### config.mk
export PLATFORM = sky130hd
export DESIGN_NAME = time_datapath
export DESIGN_NICKNAME = d
export VERILOG_FILES = /design/src/rtl/time_pkg.sv /design/src/rtl/time_datapath_tick_gen.sv /design/src/rtl/time_datapath.sv
export SDC_FILE = /design/constraint.sdc
export NUM_CORES = 1
export LEC_CHECK = 0
export BUFFER_PORTS_ARGS = -buffer_cell sky130_fd_sc_hd__buf_2
export CAP_MARGIN = 20
export CORE_ASPECT_RATIO = 0.5
export CORE_MARGIN = 10
export CORE_UTILIZATION = 55
export DETAILED_ROUTE_END_ITERATION = 8
export HOLD_SLACK_MARGIN = 0.12
export MAX_ROUTING_LAYER = met4
export PLACE_DENSITY = 0.72
export SYNTH_ARGS = -nofsm -noshare
export SYNTH_HDL_FRONTEND = slang
export SYNTH_HIERARCHICAL = 1
export SYNTH_SLANG_ARGS = --single-unit
### constraint.sdc
create_clock -name clk -period 3.3 [get_ports clk]
set_input_delay 0.66 -clock clk [delete_from_list [all_inputs] [get_ports clk]]
set_output_delay 0.66 -clock clk [all_outputs]
set_load 0.005 [all_outputs]
### src/rtl/time_pkg.sv
// Shared types, limits and MM:SS step helpers for the stopwatch/timer datapath.
// Pure declarations: no state, no latency, no flow control.
package time_pkg;

    typedef struct packed {
        logic [6:0] min;
        logic [5:0] sec;
    } time_t;

    localparam logic [6:0] MAX_MIN   = 7'd99;
    localparam logic [5:0] MAX_SEC   = 6'd59;
    localparam logic [1:0] SEL_LAP   = 2'b10;
    localparam time_t      TIME_ZERO = '0;

    // One second forward; 99:59 is a hard ceiling rather than a wrap point.
    function automatic time_t time_up(input time_t t);
        time_t r;
        r = t;
        if (t.sec != MAX_SEC) begin
            r.sec = t.sec + 6'd1;
        end else if (t.min != MAX_MIN) begin
            r.min = t.min + 7'd1;
            r.sec = 6'd0;
        end
        return r;
    endfunction

    // One second back; 00:00 is a hard floor.
    function automatic time_t time_down(input time_t t);
        time_t r;
        r = t;
        if (t.sec != 6'd0) begin
            r.sec = t.sec - 6'd1;
        end else if (t.min != 7'd0) begin
            r.min = t.min - 7'd1;
            r.sec = MAX_SEC;
        end
        return r;
    endfunction

    function automatic time_t time_inc_min(input time_t t);
        time_t r;
        r = t;
        if (t.min != MAX_MIN) begin
            r.min = t.min + 7'd1;
        end
        return r;
    endfunction

    function automatic logic time_is_zero(input time_t t);
        return (t.min == 7'd0) && (t.sec == 6'd0);
    endfunction

endpackage

### src/rtl/time_datapath_tick_gen.sv
// Second-tick prescaler: one-cycle tick when the count reaches TICKS_PER_SEC-1.
// First tick lands TICKS_PER_SEC cycles after run rises; no backpressure, held at 0 when idle.
module tick_gen #(
    parameter int unsigned TICKS_PER_SEC = 10_000_000
) (
    input  logic clk,
    input  logic nrst,
    input  logic run,
    input  logic sync_clr,
    output logic tick
);

    localparam int unsigned   CW   = $clog2(TICKS_PER_SEC);
    localparam logic [CW-1:0] LAST = CW'(TICKS_PER_SEC - 1);

    logic [CW-1:0] cnt_q;
    logic [CW-1:0] cnt_d;

    assign tick = run && !sync_clr && (cnt_q == LAST);

    // Stopping resets the phase so every restart waits a full second.
    always_comb begin
        cnt_d = cnt_q;
        if (sync_clr || !run) begin
            cnt_d = '0;
        end else if (cnt_q == LAST) begin
            cnt_d = '0;
        end else begin
            cnt_d = cnt_q + 1'b1;
        end
    end

    always_ff @(posedge clk or negedge nrst) begin
        if (!nrst) begin
            cnt_q <= '0;
        end else begin
            cnt_q <= cnt_d;
        end
    end

endmodule

### src/rtl/time_datapath.sv
// Live MM:SS register, second prescaler and circular lap memory with display mux.
// Updates land one cycle after the strobe; flag and display are combinational; no backpressure.
module time_datapath
    import time_pkg::*;
#(
    parameter int unsigned TICKS_PER_SEC = 10_000_000,
    parameter int unsigned DEPTH         = 4
) (
    input  logic                         clk,
    input  logic                         nrst,
    input  logic                         clear,
    input  logic                         enable,
    input  logic                         enable_decrement,
    input  logic                         enable_increment,
    input  logic                         inc_pulse,
    input  logic                         write,
    input  logic                         read,
    input  logic [1:0]                   output_select,
    output logic                         flag,
    output logic [6:0]                   disp_min,
    output logic [5:0]                   disp_sec,
    output logic [$clog2(DEPTH+1)-1:0]   lap_count
);

    localparam int unsigned    PW   = $clog2(DEPTH);
    localparam int unsigned    LCW  = $clog2(DEPTH + 1);
    localparam logic [LCW-1:0] FULL = LCW'(DEPTH);

    time_t          time_q;
    time_t          time_d;
    time_t          lap_q [DEPTH];
    logic [PW-1:0]  wr_ptr_q;
    logic [PW-1:0]  wr_ptr_d;
    logic [PW-1:0]  rd_ptr_q;
    logic [PW-1:0]  rd_ptr_d;
    logic [LCW-1:0] lap_cnt_q;
    logic [LCW-1:0] lap_cnt_d;
    logic [PW-1:0]  oldest;
    logic           tick;
    time_t          disp_time;

    tick_gen #(
        .TICKS_PER_SEC(TICKS_PER_SEC)
    ) u_tick_gen (
        .clk      (clk),
        .nrst     (nrst),
        .run      (enable || enable_decrement),
        .sync_clr (clear),
        .tick     (tick)
    );

    // Countdown outranks count-up should the controller ever raise both.
    always_comb begin
        time_d = time_q;
        if (clear) begin
            time_d = TIME_ZERO;
        end else if (inc_pulse && enable_increment) begin
            time_d = time_inc_min(time_q);
        end else if (tick && enable_decrement) begin
            time_d = time_down(time_q);
        end else if (tick && enable) begin
            time_d = time_up(time_q);
        end
    end

    always_ff @(posedge clk or negedge nrst) begin
        if (!nrst) begin
            time_q <= TIME_ZERO;
        end else begin
            time_q <= time_d;
        end
    end

    assign oldest = (lap_cnt_q == FULL) ? wr_ptr_q : '0;

    // Read walks newest-to-oldest and wraps back to the newest entry.
    always_comb begin
        wr_ptr_d  = wr_ptr_q;
        rd_ptr_d  = rd_ptr_q;
        lap_cnt_d = lap_cnt_q;
        if (write) begin
            wr_ptr_d = wr_ptr_q + 1'b1;
            rd_ptr_d = wr_ptr_q;
            if (lap_cnt_q != FULL) begin
                lap_cnt_d = lap_cnt_q + 1'b1;
            end
        end else if (read && (lap_cnt_q > LCW'(1))) begin
            if (rd_ptr_q == oldest) begin
                rd_ptr_d = wr_ptr_q - 1'b1;
            end else begin
                rd_ptr_d = rd_ptr_q - 1'b1;
            end
        end
    end

    always_ff @(posedge clk or negedge nrst) begin
        if (!nrst) begin
            wr_ptr_q  <= '0;
            rd_ptr_q  <= '0;
            lap_cnt_q <= '0;
            for (int i = 0; i < DEPTH; i++) begin
                lap_q[i] <= TIME_ZERO;
            end
        end else begin
            wr_ptr_q  <= wr_ptr_d;
            rd_ptr_q  <= rd_ptr_d;
            lap_cnt_q <= lap_cnt_d;
            if (write) begin
                lap_q[wr_ptr_q] <= time_q;
            end
        end
    end

    always_comb begin
        disp_time = time_q;
        if (output_select == SEL_LAP) begin
            disp_time = (lap_cnt_q == '0) ? TIME_ZERO : lap_q[rd_ptr_q];
        end
    end

    assign flag      = enable_decrement && time_is_zero(time_q);
    assign disp_min  = disp_time.min;
    assign disp_sec  = disp_time.sec;
    assign lap_count = lap_cnt_q;

endmodule

# After elaboration in Yosys (flattened, before gate mapping)
# Cells that the tools add are included.
# word_totals
register_bits	96
output_inout_bits	17
# classes
eq_ne	13
reduce_logical	26
bitwise	2
n_addsub	9
muxes	25
order_cmp	4
# op_table
op	count
$mux W13	11
$bwmux W52	1
$mux W24	2
$bmux W13 S2	1
$demux W13 S2	1
$add A24 B1 Y24 const B	1
$eq A24 B24 Y1 const B	1
$mux W7	3
$mux W6	2
$logic_and A1 B1 Y1	9
$mux W2	4
$ne A4 B4 Y1 const B	2
$reduce_bool A4 Y1	2
$add A7 B1 Y7 const B	1
$logic_not A7 Y1	1
$ne A7 B7 Y1 const B	1
$reduce_bool A7 Y1	1
$sub A7 B1 Y7 const B	1
$add A6 B1 Y6 const B	1
$ge A3 B3 Y1 const B	2
$logic_not A6 Y1	1
$ne A6 B6 Y1 const B	1
$not A2 Y3	2
$reduce_and A6 Y1	1
22 further kinds	26

# Logic depth before layout (Yosys ltp)
# depth
depth_word	8
ltp_mapped	10
depth_no_buf	9

# Modules after synthesis
# The synthesis kept the hierarchy.
# modules_own_cells
mod	n_inst	area_each_um2	cells_each
time_datapath	1	3983.8	369
tick_gen	1	1267.5	131

# Worst setup path before layout
# No wires, ideal clock.
# synth_timing
path_kind	reg-to-reg
from	reg u_tick_gen.cnt_q[14]
to	reg time_q[4] (netlist name)
required_time_ns	3.222
setup_slack_ns	0.454
path_stages_with_launch	8
synth_period_minus_slack_ns	2.846
setup_ns	0.078
arrival_time_ns	2.768
path_cell_list	dfrtp_1 -> or4_1 -> nor4_1 -> nand2_1 -> or4_1 -> buf_2 -> or4_1 -> a21oi_1
# synth_between
elab_chain_len	6
word_cells_on_any_way	11
classes_between	eq/ne (2); mux (3); reduce/logical (6)
# synth_rtl
item	line_no	text
start: declaration	time_datapath_tick_gen.sv:16	logic [CW-1:0] cnt_q;
start signal: assignment	time_datapath_tick_gen.sv:37	cnt_q <= cnt_d;
$eq A24 B24 Y1 *	time_datapath_tick_gen.sv:19	assign tick = run && !sync_clr && (cnt_q == LAST);
$logic_and A1 B1 Y1 *	time_datapath_tick_gen.sv:19	
via tick	time_datapath.sv:39	logic tick;
$logic_and A1 B1 Y1	time_datapath.sv:59	end else if (tick && enable_decrement) begin
$mux W13	time_datapath.sv:59	
$mux W13	time_datapath.sv:57	end else if (inc_pulse && enable_increment) begin
$mux W13	time_datapath.sv:55	if (clear) begin
end signal: assignment	time_datapath.sv:70	time_q <= time_d;
end: declaration	time_datapath.sv:29	time_t time_q;
# Mark *: on every way through the listed nets, which the timed path passes. The rest lies on a longest branch. The select of a mux whose other input is x is not followed.
# A chain may end at the register's enable or synchronous reset.

# Worst setup path after layout
# layout_timing
from	reg u_tick_gen.cnt_q[19]
to	reg time_q[4] (netlist name)
# Same word-level chain as after synthesis.

==> impl_metrics.ini <==
[detailed_routing]
drt_iter0_markers = 273
ant_nets_after_route = 0
finalWirelength_um = 11600
drt_pre_antenna_iters = 5
via_per_inst = 6.16
route.detailed.drc = 0
avg_wl_per_cell_um = 18.0
vias = 3965

[cts]
cts_repair_resize_count = 0
htree_num_levels = 3
worstSkewPairLatency_ps = 350
cts_buffers = 9
clk_pin_slew_worst_paths_ps = 70
tritoncts = done
cts_post_setup_buffers_inserted = 0
cts_max_path_buffers = 2
root_buffer = sky130_fd_sc_hd__clkbuf_16
cts.sinks = 96
cts_hold_buffers = 0

[placement]
postPlaceCellArea_mm2 = 0.00550
dp_hpwl_um = 7720
gpl_congestion = 0.881
portBuffers = 27

[floorplan]
die_wd_um = 158
die_area_mm2 = 0.0141
boundaryPins = 28
num_rows = 25
fp.dieH_um = 89.1
fp.coreArea_mm2 = 0.00938
starting_density_of_the_core_pct = 56.0

[worst_setup_path]
cp_data_arrival_time_ps = 3300
critical_path_class = flop to flop
rr_startpoint = u_tick_gen/cnt_q[19]
type_of_element_launching_the_critical_path = flop
worstSetupEndpointType = flop
timing.reg2reg.worst_path_depth = 7
worst_r2r_endpoint = time_q[4]
timing.reg2reg.setup_slack_ps = 280
path_max_fanout = 8
crit_required_ps = 3580

[global_route]
grt_util_met2_pct = 28.8
grt.busiest_layer = met2
globalRoute.totalOverflow = 0
global_route.usage.met3_pct = 4.27
grt_pass1_wl_um = 19800
maximum_number_of_pins_on_one_net_before_global_route_repair = 70
grt_use_total_pct = 18.1
groute.layer.met1.usage_pct = 22.9
antenna_found_initial = 0
vias_in_the_first_global_route = 3996

[sta]
slew_violations = 0
rsz0062_at_grt = false
setup_violations = 0
max_freq_ghz = 0.331
layout_worst_path_cycle_share_pct = 91.5
totalNegativeSetupSlack_ps = 0
final_hold_viol_count = 0
worst_clock_skew_ps = 4.86
final_period_minus_worst_setup_slack_ps = 3020
tightest_slew_ps = 816
maxSlewHeadroom_pct = 45.5

[synthesis]
syn_avg_cell_area_um2 = 10.5
number_of_flops_mapped_to_enable_cells_by_yosys = 0
netlist_area_mm2 = 0.00525
dominantRegCellSynth = sky130_fd_sc_hd__dfrtp_1
synth_cells = 500
yosysUniqueCellTypes = 61
synthesis.nets = 524
synth_async_sr_flop_share_pct = 100
flop_and_latch_count_out_of_synthesis = 96
synthesis.yosys.warnings = 6
synth.yosys.seq_area_share_pct = 45.7

[cells_and_area]
area.growth.synth_to_final_pct = 10.9
finish.net_count = 542
antenna-diode-count = 0
drive_above_1_share_pct = 23.3
final_core_util_pct = 62.1
postLayoutCellArea_mm2 = 0.00582

[outcome]
result_of_the_run = complete, no violations

[flow_run]
max_cap_violations = 0

[min_path]
min_path_type = input port to async pin

[pwr]
power_density_mw_per_mm2 = 560
power.static_leakage_nw = 2.58
irDropWorstVdd_uv = 261
==> metrics by stage <==
stage	hold WS (ps)	cells	setup WS [ps]	power, mW
2_1_floorplan	364	500	454	1.96
3_3_place_gp	453	628	228	2.18
3_5_place_dp	453	628	84.9	2.19
4_1_cts	239	644	110	3.30
5_1_grt	257	644	80.4	3.45
6_report	235	644	281	3.26
==> flip-flops by register name, summed over array words and instances, names as in the netlist <==
| name | count |
|---|---|
| lap_count | 3 |
| lap_q | 52 |
| rd_ptr_q | 2 |
| time_q | 13 |
| u_tick_gen/cnt_q | 24 |
| wr_ptr_q | 2 |
==> worst max-delay path, cell delays in order (launching register included) <==
cell and delay [ps]:
sky130_fd_sc_hd__dfrtp_1 390, sky130_fd_sc_hd__nand2_1 100, sky130_fd_sc_hd__or4_1 540, sky130_fd_sc_hd__nor4_2 430, sky130_fd_sc_hd__nand2_1 140, sky130_fd_sc_hd__or4_1 680
sky130_fd_sc_hd__or4_1 530, sky130_fd_sc_hd__a21oi_1 140
==> cells by family (layout without fill, tap and decap cells) <==
family	after synthesis	in the layout	share of synthesized area, %
compound gates	124	124	15.6
simple gates	158	158	16.6
flops	96	96	45.7
mux	46	46	12.7
xor+xnor	13	13	2.17
fa+ha+maj	13	13	3.10
buf+inv	50	73	4.15
==> final cells by class <==
type	instances	area (µm²)
well taps	121	151
inverters	17	63.8
clock buffers	10	239
multi-input cells	354	2650
repair buffers	40	248
fillers	778	3560
clock inverters	6	73.8
flip-flops and latches	96	2400
==> routing by layer <==
layer	wire length, µm	vias up	part of all wire (%)
li1	-	1882	-
met1	5420	1987	47
met2	5520	84	48
met3	539	12	4.7
met4	101	0	0.87
met5	0	-	0
==> cells in the mapped netlist (6+ instances only) <==
library cell / number / area, µm²
sky130_fd_sc_hd__nor2_1: 27 / 101
sky130_fd_sc_hd__o21ai_0: 41 / 205
sky130_fd_sc_hd__mux2_2: 33 / 372
sky130_fd_sc_hd__nor3_1: 11 / 55.1
sky130_fd_sc_hd__a22o_1: 16 / 140
sky130_fd_sc_hd__mux4_2: 13 / 293
sky130_fd_sc_hd__dfrtp_1: 96 / 2400
sky130_fd_sc_hd__nand2_1: 52 / 195
sky130_fd_sc_hd__clkbuf_1: 19 / 71.3
sky130_fd_sc_hd__ha_1: 13 / 163
sky130_fd_sc_hd__o31ai_1: 8 / 60.1
sky130_fd_sc_hd__a21oi_1: 21 / 105
sky130_fd_sc_hd__buf_2: 9 / 45.0
sky130_fd_sc_hd__or4_1: 6 / 45.0
sky130_fd_sc_hd__inv_1: 17 / 63.8
sky130_fd_sc_hd__nand3_1: 10 / 50.1
sky130_fd_sc_hd__xnor2_1: 8 / 70.1
==> where the power goes <==
part	switching [mW]	internal [mW]	total, mW	leakage, nW
clock	0.475	0.619	1.09	0.148
combinational	0.394	0.329	0.723	1.12
sequential	0.146	1.30	1.45	1.31
==> how the worst max path moves through the flow <==
stage	start	end	slack (ps)	cells past startpoint
global placement	enable_decrement	time_q[4]	230	8
floorplan	u_tick_gen/cnt_q[14]	time_q[4]	450	7
finish	u_tick_gen/cnt_q[19]	time_q[4]	280	7
global route	u_tick_gen/cnt_q[19]	time_q[4]	80	7
detailed placement	enable_decrement	time_q[4]	80	8
CTS	u_tick_gen/cnt_q[19]	time_q[4]	110	7
==> layout by cell type (no fill, tap or decap), types with 3 or more instances in the layout <==
master / netlist / layout
sky130_fd_sc_hd__nor4_1: 5 / 4
sky130_fd_sc_hd__a21oi_1: 21 / 21
sky130_fd_sc_hd__xnor2_1: 8 / 8
sky130_fd_sc_hd__ha_1: 13 / 13
sky130_fd_sc_hd__buf_4: 1 / 13
sky130_fd_sc_hd__and2_1: 5 / 5
sky130_fd_sc_hd__a32oi_1: 5 / 5
sky130_fd_sc_hd__a22o_1: 16 / 16
sky130_fd_sc_hd__nor2_1: 27 / 27
sky130_fd_sc_hd__mux2_2: 33 / 33
sky130_fd_sc_hd__o21a_1: 3 / 3
sky130_fd_sc_hd__nand2_1: 52 / 52
sky130_fd_sc_hd__nand3_1: 10 / 10
sky130_fd_sc_hd__o21ai_0: 41 / 41
sky130_fd_sc_hd__mux4_2: 13 / 13
sky130_fd_sc_hd__nor3_1: 11 / 11
sky130_fd_sc_hd__or3_1: 5 / 5
sky130_fd_sc_hd__xor2_1: 5 / 5
sky130_fd_sc_hd__o211ai_1: 3 / 3
sky130_fd_sc_hd__a211oi_1: 4 / 4
sky130_fd_sc_hd__a31oi_1: 5 / 5
sky130_fd_sc_hd__buf_2: 9 / 26
sky130_fd_sc_hd__a211o_1: 3 / 3
sky130_fd_sc_hd__o31ai_1: 8 / 8
sky130_fd_sc_hd__or4_1: 6 / 6
sky130_fd_sc_hd__nand4_1: 5 / 5
sky130_fd_sc_hd__inv_1: 17 / 17
sky130_fd_sc_hd__or4_4: 4 / 4
sky130_fd_sc_hd__dfrtp_1: 96 / 96
sky130_fd_sc_hd__and3_1: 4 / 4
sky130_fd_sc_hd__and4_1: 3 / 3
sky130_fd_sc_hd__clkbuf_16: 0 / 9
No activity file was read; power rests on OpenSTA's default activity.
